## src/rtl/vga_overlay_regs.sv

```systemverilog
// ============================================================================
// Module   : vga_overlay_regs
// Purpose  : Field register bank, cursor blink highlight and PS/2 arrow overlay.
// Revision : 1.0 - initial parametrised release
// ============================================================================
`default_nettype none

module vga_overlay_regs #(
  parameter int             NUM_FIELDS  = 9,
  parameter logic [7:0]     PORT_BASE   = 8'h02,
  parameter logic [7:0]     PTR_PORT    = 8'h0E,
  parameter int             SEL_OFFSET  = 2,
  parameter logic [11:0]    HL_COLOR    = 12'hF00,
  parameter logic [11:0]    BG_COLOR    = 12'h000,
  parameter logic [11:0]    FG_COLOR    = 12'hFFF,
  parameter int             BLINK_W     = 24,
  parameter bit             BLINK_EN    = 1'b1,
  parameter logic [159:0]   ARROW_RECTS = {
    10'd480, 10'd520, 10'd60,  10'd100,   // up
    10'd480, 10'd520, 10'd120, 10'd160,   // down
    10'd530, 10'd570, 10'd90,  10'd130,   // right
    10'd430, 10'd470, 10'd90,  10'd130    // left
  }
) (
  input  logic                    CLK,
  input  logic                    RST,
  input  logic                    WRITE_STROBE,
  input  logic [7:0]              POR_ID,
  input  logic [7:0]              OUT_PORT,
  input  logic                    KEY_STROBE,
  input  logic [7:0]              KEY_CODE,
  input  logic [9:0]              ADDRH,
  input  logic [9:0]              ADDRV,
  input  logic [4:0]              SELECTOR,
  input  logic [11:0]             COLOR_IN,
  output logic [8*NUM_FIELDS-1:0] FIELDS_OUT,
  output logic [7:0]              POINTER,
  output logic [3:0]              KEY_HELD,
  output logic [11:0]             RGB
);

  localparam logic [7:0] c_num_fields = 8'(NUM_FIELDS);
  localparam logic [0:0] S_IDLE  = 1'b0;
  localparam logic [0:0] S_BREAK = 1'b1;

  logic [7:0]         r_ptr;
  logic [BLINK_W-1:0] r_blink;
  logic [0:0]         r_state;
  logic [0:0]         w_state_nxt;
  logic [3:0]         r_held;
  logic [3:0]         w_held_nxt;
  logic [3:0]         w_key_arrow;
  logic [3:0]         w_in_rect;
  logic               w_ptr_wr;
  logic               w_ptr_valid;
  logic [8:0]         w_sel_lo;
  logic [8:0]         w_sel;
  logic               w_cursor_hit;
  logic               w_arrow_hit;
  logic               w_blink_on;
  logic [11:0]        r_rgb;

  assign w_ptr_wr = WRITE_STROBE && (POR_ID == PTR_PORT);

  // ---------------------------------------------------------------- fields
  for (genvar i = 0; i < NUM_FIELDS; i++) begin : g_field
    logic [7:0] r_field;
    always_ff @(posedge CLK or negedge RST) begin
      if (!RST)
        r_field <= 8'h00;
      else if (WRITE_STROBE && (POR_ID == 8'(PORT_BASE + i)))
        r_field <= OUT_PORT;
    end
    assign FIELDS_OUT[8*i +: 8] = r_field;
  end

  // Pointer write restarts the blink so the new cursor shows at once.
  always_ff @(posedge CLK or negedge RST) begin
    if (!RST) begin
      r_ptr   <= 8'h00;
      r_blink <= '0;
    end else begin
      if (w_ptr_wr)
        r_ptr <= OUT_PORT;
      if (w_ptr_wr)
        r_blink <= '0;
      else
        r_blink <= r_blink + 1'b1;
    end
  end

  // ---------------------------------------------------------------- key FSM
  always_comb begin
    w_key_arrow = 4'b0000;
    case (KEY_CODE)
      8'h75:   w_key_arrow = 4'b1000;
      8'h72:   w_key_arrow = 4'b0100;
      8'h74:   w_key_arrow = 4'b0010;
      8'h6B:   w_key_arrow = 4'b0001;
      default: w_key_arrow = 4'b0000;
    endcase
  end

  always_ff @(posedge CLK or negedge RST) begin
    if (!RST) begin
      r_state <= S_IDLE;
      r_held  <= 4'b0000;
    end else begin
      r_state <= w_state_nxt;
      r_held  <= w_held_nxt;
    end
  end

  always_comb begin
    w_state_nxt = r_state;
    if (KEY_STROBE) begin
      case (r_state)
        S_IDLE:  w_state_nxt = (KEY_CODE == 8'hF0) ? S_BREAK : S_IDLE;
        S_BREAK: w_state_nxt = (KEY_CODE == 8'hE0) ? S_BREAK : S_IDLE;
        default: w_state_nxt = S_IDLE;
      endcase
    end
  end

  always_comb begin
    w_held_nxt = r_held;
    if (KEY_STROBE) begin
      if (r_state == S_IDLE)
        w_held_nxt = r_held | w_key_arrow;
      else
        w_held_nxt = r_held & ~w_key_arrow;
    end
  end

  // ---------------------------------------------------------------- pixel path
  for (genvar j = 0; j < 4; j++) begin : g_rect
    assign w_in_rect[j] = (ADDRH >= ARROW_RECTS[40*j+30 +: 10]) &&
                          (ADDRH <= ARROW_RECTS[40*j+20 +: 10]) &&
                          (ADDRV >= ARROW_RECTS[40*j+10 +: 10]) &&
                          (ADDRV <= ARROW_RECTS[40*j    +: 10]);
  end

  assign w_arrow_hit  = (|(w_in_rect & r_held)) && (COLOR_IN == FG_COLOR);
  assign w_ptr_valid  = (r_ptr != 8'h00) && (r_ptr <= c_num_fields);
  // Pointer k selects field k-1, whose first digit is SEL_OFFSET + 2(k-1).
  assign w_sel_lo     = 9'(SEL_OFFSET) + {r_ptr, 1'b0} - 9'd2;
  assign w_sel        = {4'b0000, SELECTOR};
  assign w_blink_on   = !BLINK_EN || !r_blink[BLINK_W-1];
  assign w_cursor_hit = w_ptr_valid && w_blink_on && (COLOR_IN != BG_COLOR) &&
                        ((w_sel == w_sel_lo) || (w_sel == w_sel_lo + 9'd1));

  always_ff @(posedge CLK or negedge RST) begin
    if (!RST)
      r_rgb <= 12'h000;
    else if (w_arrow_hit || w_cursor_hit)
      r_rgb <= HL_COLOR;
    else
      r_rgb <= COLOR_IN;
  end

  assign POINTER  = r_ptr;
  assign KEY_HELD = r_held;
  assign RGB      = r_rgb;

endmodule

`default_nettype wire
```

## config.mk

```make
export PLATFORM = sky130hd
export DESIGN_NAME = vga_overlay_regs
export DESIGN_NICKNAME = d
export VERILOG_FILES = /design/src/rtl/vga_overlay_regs.sv
export SDC_FILE = /design/constraint.sdc
export NUM_CORES = 1
export LEC_CHECK = 0
export BUFFER_PORTS_ARGS = -buffer_cell sky130_fd_sc_hd__buf_2
export CAP_MARGIN = 20
export CELL_PAD_IN_SITES_DETAIL_PLACEMENT = 2
export CELL_PAD_IN_SITES_GLOBAL_PLACEMENT = 2
export CORE_AREA = 3 3 128 130
export CTS_CLUSTER_DIAMETER = 200
export DETAILED_ROUTE_END_ITERATION = 6
export DIE_AREA = 0 0 131 133
export PLACE_DENSITY_LB_ADDON = 0.1
export SLEW_MARGIN = 20
export SYNTH_ARGS = -nofsm -noshare
export SYNTH_HDL_FRONTEND = slang
export SYNTH_SLANG_ARGS = --single-unit
```

## constraint.sdc

```tcl
create_clock -name CLK -period 3.1 [get_ports CLK]
set_clock_uncertainty 0.15 [all_clocks]
set_input_delay 0.62 -clock CLK [delete_from_list [all_inputs] [get_ports CLK]]
set_output_delay 0.62 -clock CLK [all_outputs]
set_load 0.05 [all_outputs]
```

Yosys cells after proc, flatten, opt, wreduce, memory -nomap -nowiden
Cells that the tools add are included.
{"block": "word_totals", "ff_bits": 121, "latchBits": 0, "ram_bits": 0, "rom_bits": 0, "in_bits": 65, "out_inout_bits": 96, "wordCells": 94, "memories": 0}
{"block": "op_classes", "add_sub_neg": 4, "n_mul": 0, "n_div": 0, "order_cmp": 13, "eq_ne": 19, "shift": 0, "muxes": 7, "bitwise_logic": 5, "n_reduce_logical": 32}
{"operator": "8-bit by 3-bit == test with 1-bit output, second input constant", "count": 4}
{"operator": "8-bit by 4-bit == test with 1-bit output, second input constant", "count": 4}
{"operator": "8-bit by 7-bit == test with 1-bit output, second input constant", "count": 4}
{"operator": "1-bit logical AND", "count": 26}
{"operator": "24-bit by 1-bit adder with 24-bit output, second input constant", "count": 1}
{"operator": "24-bit 2-to-1 mux", "count": 1}
{"operator": "10-bit by 7-bit >= comparator with 1-bit output, second input constant", "count": 2}
{"operator": "10-bit by 9-bit >= comparator with 1-bit output, second input constant", "count": 2}
{"operator": "10-bit <= comparator, second input constant", "count": 2}
{"operator": "10-bit by 8-bit <= comparator with 1-bit output, second input constant", "count": 2}
{"operator": "5-bit by 9-bit == test with 1-bit output", "count": 2}
{"operator": "8-bit by 2-bit == test with 1-bit output, second input constant", "count": 2}
{"operator": "8-bit == test, second input constant", "count": 2}
{"operator": "4-bit case mux with 4 select lines", "count": 1}
{"operator": "12-bit == test, second input constant", "count": 1}
{"operator": "12-bit 2-to-1 mux", "count": 1}
{"operator": "12-bit nonzero test", "count": 1}
{"operator": "10-bit >= comparator, second input constant", "count": 1}
{"operator": "10-bit by 6-bit >= comparator with 1-bit output, second input constant", "count": 1}
{"operator": "10-bit by 7-bit <= comparator with 1-bit output, second input constant", "count": 1}
{"operator": "10-bit by 9-bit <= comparator with 1-bit output, second input constant", "count": 1}
{"operator": "2-bit by 9-bit adder with 9-bit output, first input constant", "count": 1}
{"operator": "9-bit by 1-bit adder with 9-bit output, second input constant", "count": 1}
{"operator": "9-bit by 2-bit subtractor with 9-bit output, second input constant", "count": 1}
{"operator": "other kinds (12)", "count": 15}

Longest topological paths before layout
Gate-level depths: netlist of run 1.
{"block": "depth", "ltp_word": 9, "ltp_mapped": 7, "ltp_nobuf": 5}

Least setup slack after synthesis of run 1
OpenSTA, ideal clock, no wires.
{"block": "synth_timing", "path_type": "input to register", "from": "input port POR_ID[5]", "to": "register r_ptr[3] (netlist: POINTER[3])", "setup_time_ps": 125, "t_arrival_ps": 2187, "setup_slack_ps": 638, "stages": 6, "path_buffers": 1, "path_cell_list": "or4b_4 > nor3_2 > nand2_2 > nor2_4 > buf_4 > mux2_2"}
{"block": "synth_via", "elab_chain_cells": 2}
{"item": "start, declared", "line_no": "28", "source": "input logic [7:0] POR_ID,"}
{"item": "8-bit by 4-bit == test with 1-bit output", "line_no": "63", "source": "assign w_ptr_wr = WRITE_STROBE && (POR_ID == PTR_PORT);"}
{"item": "1-bit logical AND", "line_no": "63"}
{"item": "end signal, assigned", "line_no": "80", "source": "r_ptr <= 8'h00;"}
{"item": "end signal, assigned", "line_no": "84", "source": "r_ptr <= OUT_PORT;"}
{"item": "end, declared", "line_no": "46", "source": "logic [7:0] r_ptr;"}
No other way between the ends.
A chain may end at the register's enable or synchronous reset.

Final worst setup path of run 1
{"block": "layout_timing", "from": "input port POR_ID[5]", "to": "register g_field[1].r_field[6]"}
{"block": "layout_via", "elab_chain_cells": 2}
{"item": "8-bit by 2-bit == test with 1-bit output", "line_no": "71", "source": "else if (WRITE_STROBE && (POR_ID == 8'(PORT_BASE + i)))"}
{"item": "1-bit logical AND", "line_no": "71"}
{"item": "end signal, assigned", "line_no": "70", "source": "r_field <= 8'h00;"}
{"item": "end signal, assigned", "line_no": "72", "source": "r_field <= OUT_PORT;"}
{"item": "end, declared", "line_no": "67", "source": "logic [7:0] r_field;"}
No other way between the ends.

==> run metrics, run 1 <==
RSZ-0062 raised after global routing false; Iteration-0 DRC Markers 129; total power 4370 µW; Initial Util 34.7%; fmax 423 MHz; Die Span X 131 µm; post-synthesis xor/xnor area fraction 3.97%; DRT Pass-1 Iters 4; CP top delay family simple AND/OR/NAND/NOR gates; DR vias/cell 4.94; clk sink count 121; final wirelength 16200 µm; multiplexer share of the synthesized area 17.6%; post-synth top area share 57.2%; Hold-fix buffers, CTS 0; #FFs+latches synth 121; Synth Instances 431; Max Root-Sink Buffers 2; Slew @ Worst Pin 0.950 ns; Cell Area, Synth 5300 µm²; clk slew on worst S/H paths 0.06 ns; DRC Markers 0; leakage 0.00356 µW; Max VDD drop 0.000382 V; vias 4082; total die area 17400 µm²; final global-route overflow total 0; post-synth net total 497; FP Rows 45; slowest CP cell or4b_4; largest net degree at the start of global routing 48; Hold Crit Class input port to asynchronous set/reset pin; critical path type input port to register; sequential share of power 41.4%; max-slew headroom at the worst pin 36.6%; P&R area growth vs syn 31.5%; clock root buffer master clkbuf_16; status complete, no violations; Routed Antenna Nets 0; CORE AREA 15300 µm²; Clk Latency, worst-skew pair 0.42 ns; dpl hpwl 12000 µm; Post-Synth Simple-Gate Area 16.2%; CP arrival 2.51 ns; Synth area leaders dfrtp_1 57%, mux2_2 17%, xnor2_1 3.1%; Worst setup SP type input port; setup slack, reg-to-reg 1.01 ns; clock network power share 44.6%; period utilisation layout 76.2%; PortBufs 159; Power Density 627 nW/µm²; yosys warns 0; leading area contributor after synthesis dfrtp_1; Tot GR Track Use 19.8%; Critical Path Fanout Max 8; fin. max-slew vios 0; Max Cap Violations 0; Post-synth ARST share 100%; CP Buf/Inv Count 1; Final setup viols 0; routability cong. 0.818; Most used DFF post-synth dfrtp_1; CTS resizes 0; Worst Path Required 3.25 ns; FF-to-FF End r_blink[23]; NumNets Final 669; CP Cell Sequence buf_2 -> or4b_4 -> nor3b_2 -> nand2_1 -> nor3_4 -> mux2_2; CTS tree done; fin util 45.6%; Sw Ratio 31.8%; Crit path largest cell delay 0.55 ns; ANT cells 0; # IOs 161; sequential area share after synthesis 57.2%; R2R cell count 5; Logic pwr share 13.9%; Setup Buffers After CTS 0; adder-cell area share of the yosys netlist 0.236%; Inserted Clock Buffers 17; Setup TNS 0 ns; post-layout min period 2.36 ns; Mapped Avg Cell Area 12.3 µm²; CP endpoint kind register; per-cell routed wire length 19.6 µm; R2R Path Start r_blink[2]; largest family of logic cells by synthesized area multiplexers; H-tree Lvls 4; first-pass GRT wire length 26300 µm; Sw Pwr 1390 µW; P_int 2980 µW; count of flip-flops with a built-in enable after synthesis 0; vias in the first global route 4801; initial antenna violation count 1; share of layout cells above drive strength 1 47.1%; Final Hold Viols 0; die span in y 133 µm; post-synthesis compound-gate area fraction 3.21%; Netlist cell types 47
-- worst max-delay path by stage --
stage	start	to	slack, ns	depth (start not counted)
floorplan	POR_ID[5]	POINTER[3]	0.64	6
finish	POR_ID[5]	g_field[1].r_field[6]	0.74	6
CTS	POR_ID[5]	g_field[1].r_field[6]	0.73	6
detailed placement	POR_ID[5]	g_field[1].r_field[2]	0.30	6
global placement	POR_ID[5]	g_field[1].r_field[7]	0.37	6
global route	POR_ID[5]	g_field[1].r_field[6]	0.64	6
-- metrics by stage --
stage / cells / setup WS (ns) / instance area (µm²) / hold WS, ns
final: 827 / 0.738 / 6960 / 0.0559
after global routing: 827 / 0.644 / 6960 / 0.0844
after CTS: 827 / 0.732 / 6960 / 0.0642
after detailed placement: 795 / 0.303 / 6370 / 0.339
after global placement: 795 / 0.373 / 6370 / 0.333
after floorplan: 431 / 0.638 / 5300 / 0.174
-- routing by layer --
metal,GRT usage [%],share of wire (%)
met5,0,0.043
met2,32.8,51
met3,7.63,7.0
met1,24.1,41
met4,4.63,0.67
-- logic make-up (layout without fill, tap and decap cells) --
group                      count (synthesis)  after routing
muxes                                     83             83
and+or+nand+nor                          156            156
buffers and inverters                     22            207
DFF                                      121            121
xor gates and xnor gates                  24             24
AOI/OAI and AO/OA                         24             24
adders and majority gates                  1              1
-- synthesized netlist by cell type (2+ instances only) --
cell	n
clkbuf_1	2
dfrtp_1	121
inv_1	8
o21ai_0	5
and3_1	4
nor2_1	40
nor3_4	2
nand4_1	7
a31oi_1	2
xor2_1	5
xnor2_1	19
nand2_1	27
nor3_1	16
buf_1	9
nor4_1	13
o2111ai_1	2
nor2_4	4
nand2b_1	8
nor4b_1	4
mux2_2	80
nand4b_1	2
mux2i_1	3
o31ai_1	2
nor3b_1	3
nand3_1	14
or3_1	3
buf_2	2
a21oi_1	4
nor2b_1	2
-- layout by cell type (no fill, tap or decap), types with 5 or more instances in the layout --
master,synthesis,final
buf_2,2,158
buf_4,1,8
clkbuf_16,0,17
dfrtp_1,121,121
inv_1,8,8
inv_6,0,7
inv_8,0,5
mux2_2,80,80
nand2_1,27,27
nand2b_1,8,8
nand3_1,14,14
nand4_1,7,7
nor2_1,40,40
nor3_1,16,16
nor4_1,13,13
o21ai_0,5,5
xnor2_1,19,19
xor2_1,5,5
-- final cells by class --
| type | instances | area, µm² |
|---|---|---|
| Tap cell | 211 | 264 |
| Sequential cell | 121 | 3030 |
| Multi-Input combinational cell | 288 | 2180 |
| Clock buffer | 17 | 425 |
| Inverter | 8 | 30.0 |
| Fill cell | 1569 | 8290 |
| Clock inverter | 15 | 166 |
| Timing Repair Buffer | 167 | 871 |
-- power by group through the flow --
stage	clock network (µW)	registers, µW	logic, µW
floorplan	0	2020	181
global placement	0	1820	588
detailed placement	0	1830	610
CTS	2000	1810	621
global route	2070	1830	663
finish	1950	1810	608
-- state kept, by name (all words and copies together), names as in the netlist, named ones only --
signal,cells
r_state,1
RGB,12
POINTER,8
r_blink,24
g_field.r_field,72
Power figures use the tool's default switching activity.
==> run 2: changes to the inputs <==
- CORE_AREA: 3 3 128 130 -> 3 3 137 139
- DIE_AREA: 0 0 131 133 -> 0 0 140 142
- clock period: 3.1 -> 2.1 ns (I/O delays scaled with it)
==> run 2 against run 1 <==
  * Critical path depth up 1
  * Final area grew 3.4%
  * Via count grew 1.6%
  * Cell count increased by 3.5%
  * Global-route usage decreased by 3.3 points
  * Clock-buffer cell count increased by 2
  * Clock power rose by 54%
  * Core utilization shrank 5.1 points
  * First-iteration DRC count fell by 49%
  * Sequential power increased by 47%
  * Largest cell class unchanged
==> run metrics, run 2 (synthesized netlist as in run 1, its figures left out) <==
final wirelength 15600 µm; die span in y 142 µm; post-route insts no fill 856; setup slack, reg-to-reg 0.19 ns; Critical Path Fanout Max 8; Max Root-Sink Buffers 2; first-pass GRT wire length 25600 µm; RSZ-0062 raised after global routing true; Initial Util 29.8%; P_int 4710 µW; crit path from POR_ID[5]; DR vias/cell 4.84; pre-CTS setup slack -0.292 ns; CP Cell Sequence buf_2 -> or4b_4 -> nor3b_2 -> nand2_2 -> nor3_4 -> buf_12 -> mux2_2; Iteration-0 DRC Markers 66; critical path type input port to register; CORE AREA 17800 µm²; final setup margin 0.143 ns; clock network power share 45.8%; period utilisation layout 93.2%; Worst setup SP type input port; Slew @ Worst Pin 0.430 ns; ANT cells 0; CTS tree done; Max Cap Violations 0; sequential share of power 40.5%; dpl hpwl 11800 µm; largest net degree at the start of global routing 57; status complete, no violations; NumNets Final 680; H-tree Lvls 4; Sw Pwr 1870 µW; Inserted Clock Buffers 17; fmax 511 MHz; most frequent cells in the layout 158 x buf_2, 121 x dfrtp_1, 74 x mux2_2; leakage 0.00366 µW; Crit path largest cell delay 0.56 ns; initial antenna violation count 0; Worst Path Required 2.25 ns; clk sink count 121; Hold Crit Class input port to register; Worst Hold Launch COLOR_IN[8]; Setup Buffers After CTS 0; max reg flops 72; slowest CP cell or4b_4; Die Span X 140 µm; Logic pwr share 13.8%; clk slew on worst S/H paths 0.06 ns; WHS 0.0861 ns; Clk Latency, worst-skew pair 0.42 ns; CP endpoint kind register; post-layout min period 1.96 ns; most common cell after layout, fill and taps aside buf_2; CP arrival 2.11 ns; share of layout cells above drive strength 1 48.2%; Sw Ratio 28.4%; total die area 19900 µm²; fin. max-slew vios 0; max-slew headroom at the worst pin 70.9%; FP Rows 49; Routed Antenna Nets 0; Final Hold Viols 0; Power Density 914 nW/µm²; Final setup viols 0; # IOs 161; vias 4146; Tot GR Track Use 16.5%; final global-route overflow total 0; P&R area growth vs syn 36.0%; clock root buffer master clkbuf_16; routability cong. 0.776; R2R Path Start r_blink[2]; largest reg by FF count g_field.r_field; per-cell routed wire length 18.2 µm; DRT Pass-1 Iters 4; PortBufs 159; layout filler cell count 1880; Max VDD drop 0.000560 V; placed cell count 823; DRC Markers 0; vias in the first global route 4640
run 2: cell types whose count changed in the layout (fill, tap and decap cells not counted), moves of 5 or more:
cell      previous run  this run
mux2_2              80        74
buf_12               1         6
inv_8                5         0
buf_4                8        13
inv_6                7         1
clkinv_4             0         6
mux2_4               0         6
run 2: layout make-up:
| type | count | area, µm² | area share (%) |
|---|---|---|---|
| clock buffer | 19 | 443 | 6.15 |
| tap | 229 | 287 | 3.98 |
| sequential | 121 | 3030 | 42.0 |
| inverter | 8 | 30.0 | 0.417 |
| timing repair buffer | 178 | 1020 | 14.1 |
| clock inverter | 13 | 171 | 2.38 |
| multi-input combinational | 288 | 2230 | 30.9 |
run 2: routing by layer:
metal / vias up / GRT usage, % / share of wire, %
li1: 1904 / - / -
met1: 2142 / 19.2 / 40
met2: 88 / 28.9 / 53
met5: - / 0 / 0
met3: 12 / 5.31 / 5.9
met4: 0 / 5.56 / 1.3
run 2: worst paths after layout:
path,depth (start not counted),end
setup / recovery,7,g_field[1].r_field[5]
hold / removal,2,RGB[8]
setup reg to reg,6,r_blink[13]
hold reg to reg,1,g_field[8].r_field[1]
max in group asynchronous,3,RGB[2]
min in group asynchronous,2,g_field[2].r_field[0]
run 2: power groups by stage:
stage                     Sequential, µW  Clock [µW]  Combinational, µW
after floorplan                     2980           0                271
after global placement              2690           0                891
after detailed placement            2710           0                920
after CTS                           2670        3100                928
after global routing                2690        3220                990
final                               2660        3010                907
run 2: repair_timing:
item	4_1_cts	5_1_grt
setup endpoints to repair	0	3
hold endpoints to repair	24	0
hold buffers	1	0
gates resized for setup	0	2
run 2: through the flow:
step	utilization (%)	setup TNS (ns)	total power (µW)	area, µm²
3_5_place_dp	36.9	-22.25	3630	6570
6_report	40.5	0	6580	7200
4_1_cts	40.5	0	6690	7190
3_3_place_gp	36.9	-19.09	3580	6570
5_1_grt	40.5	-0.00269	6910	7200
2_1_floorplan	-	-2.63	3250	5340
run 2: critical path, delay by kind of cell:
kind	cells	cell delay, ns
buf+inv	2	0.26
mux	1	0.33
simple gates	4	1.10
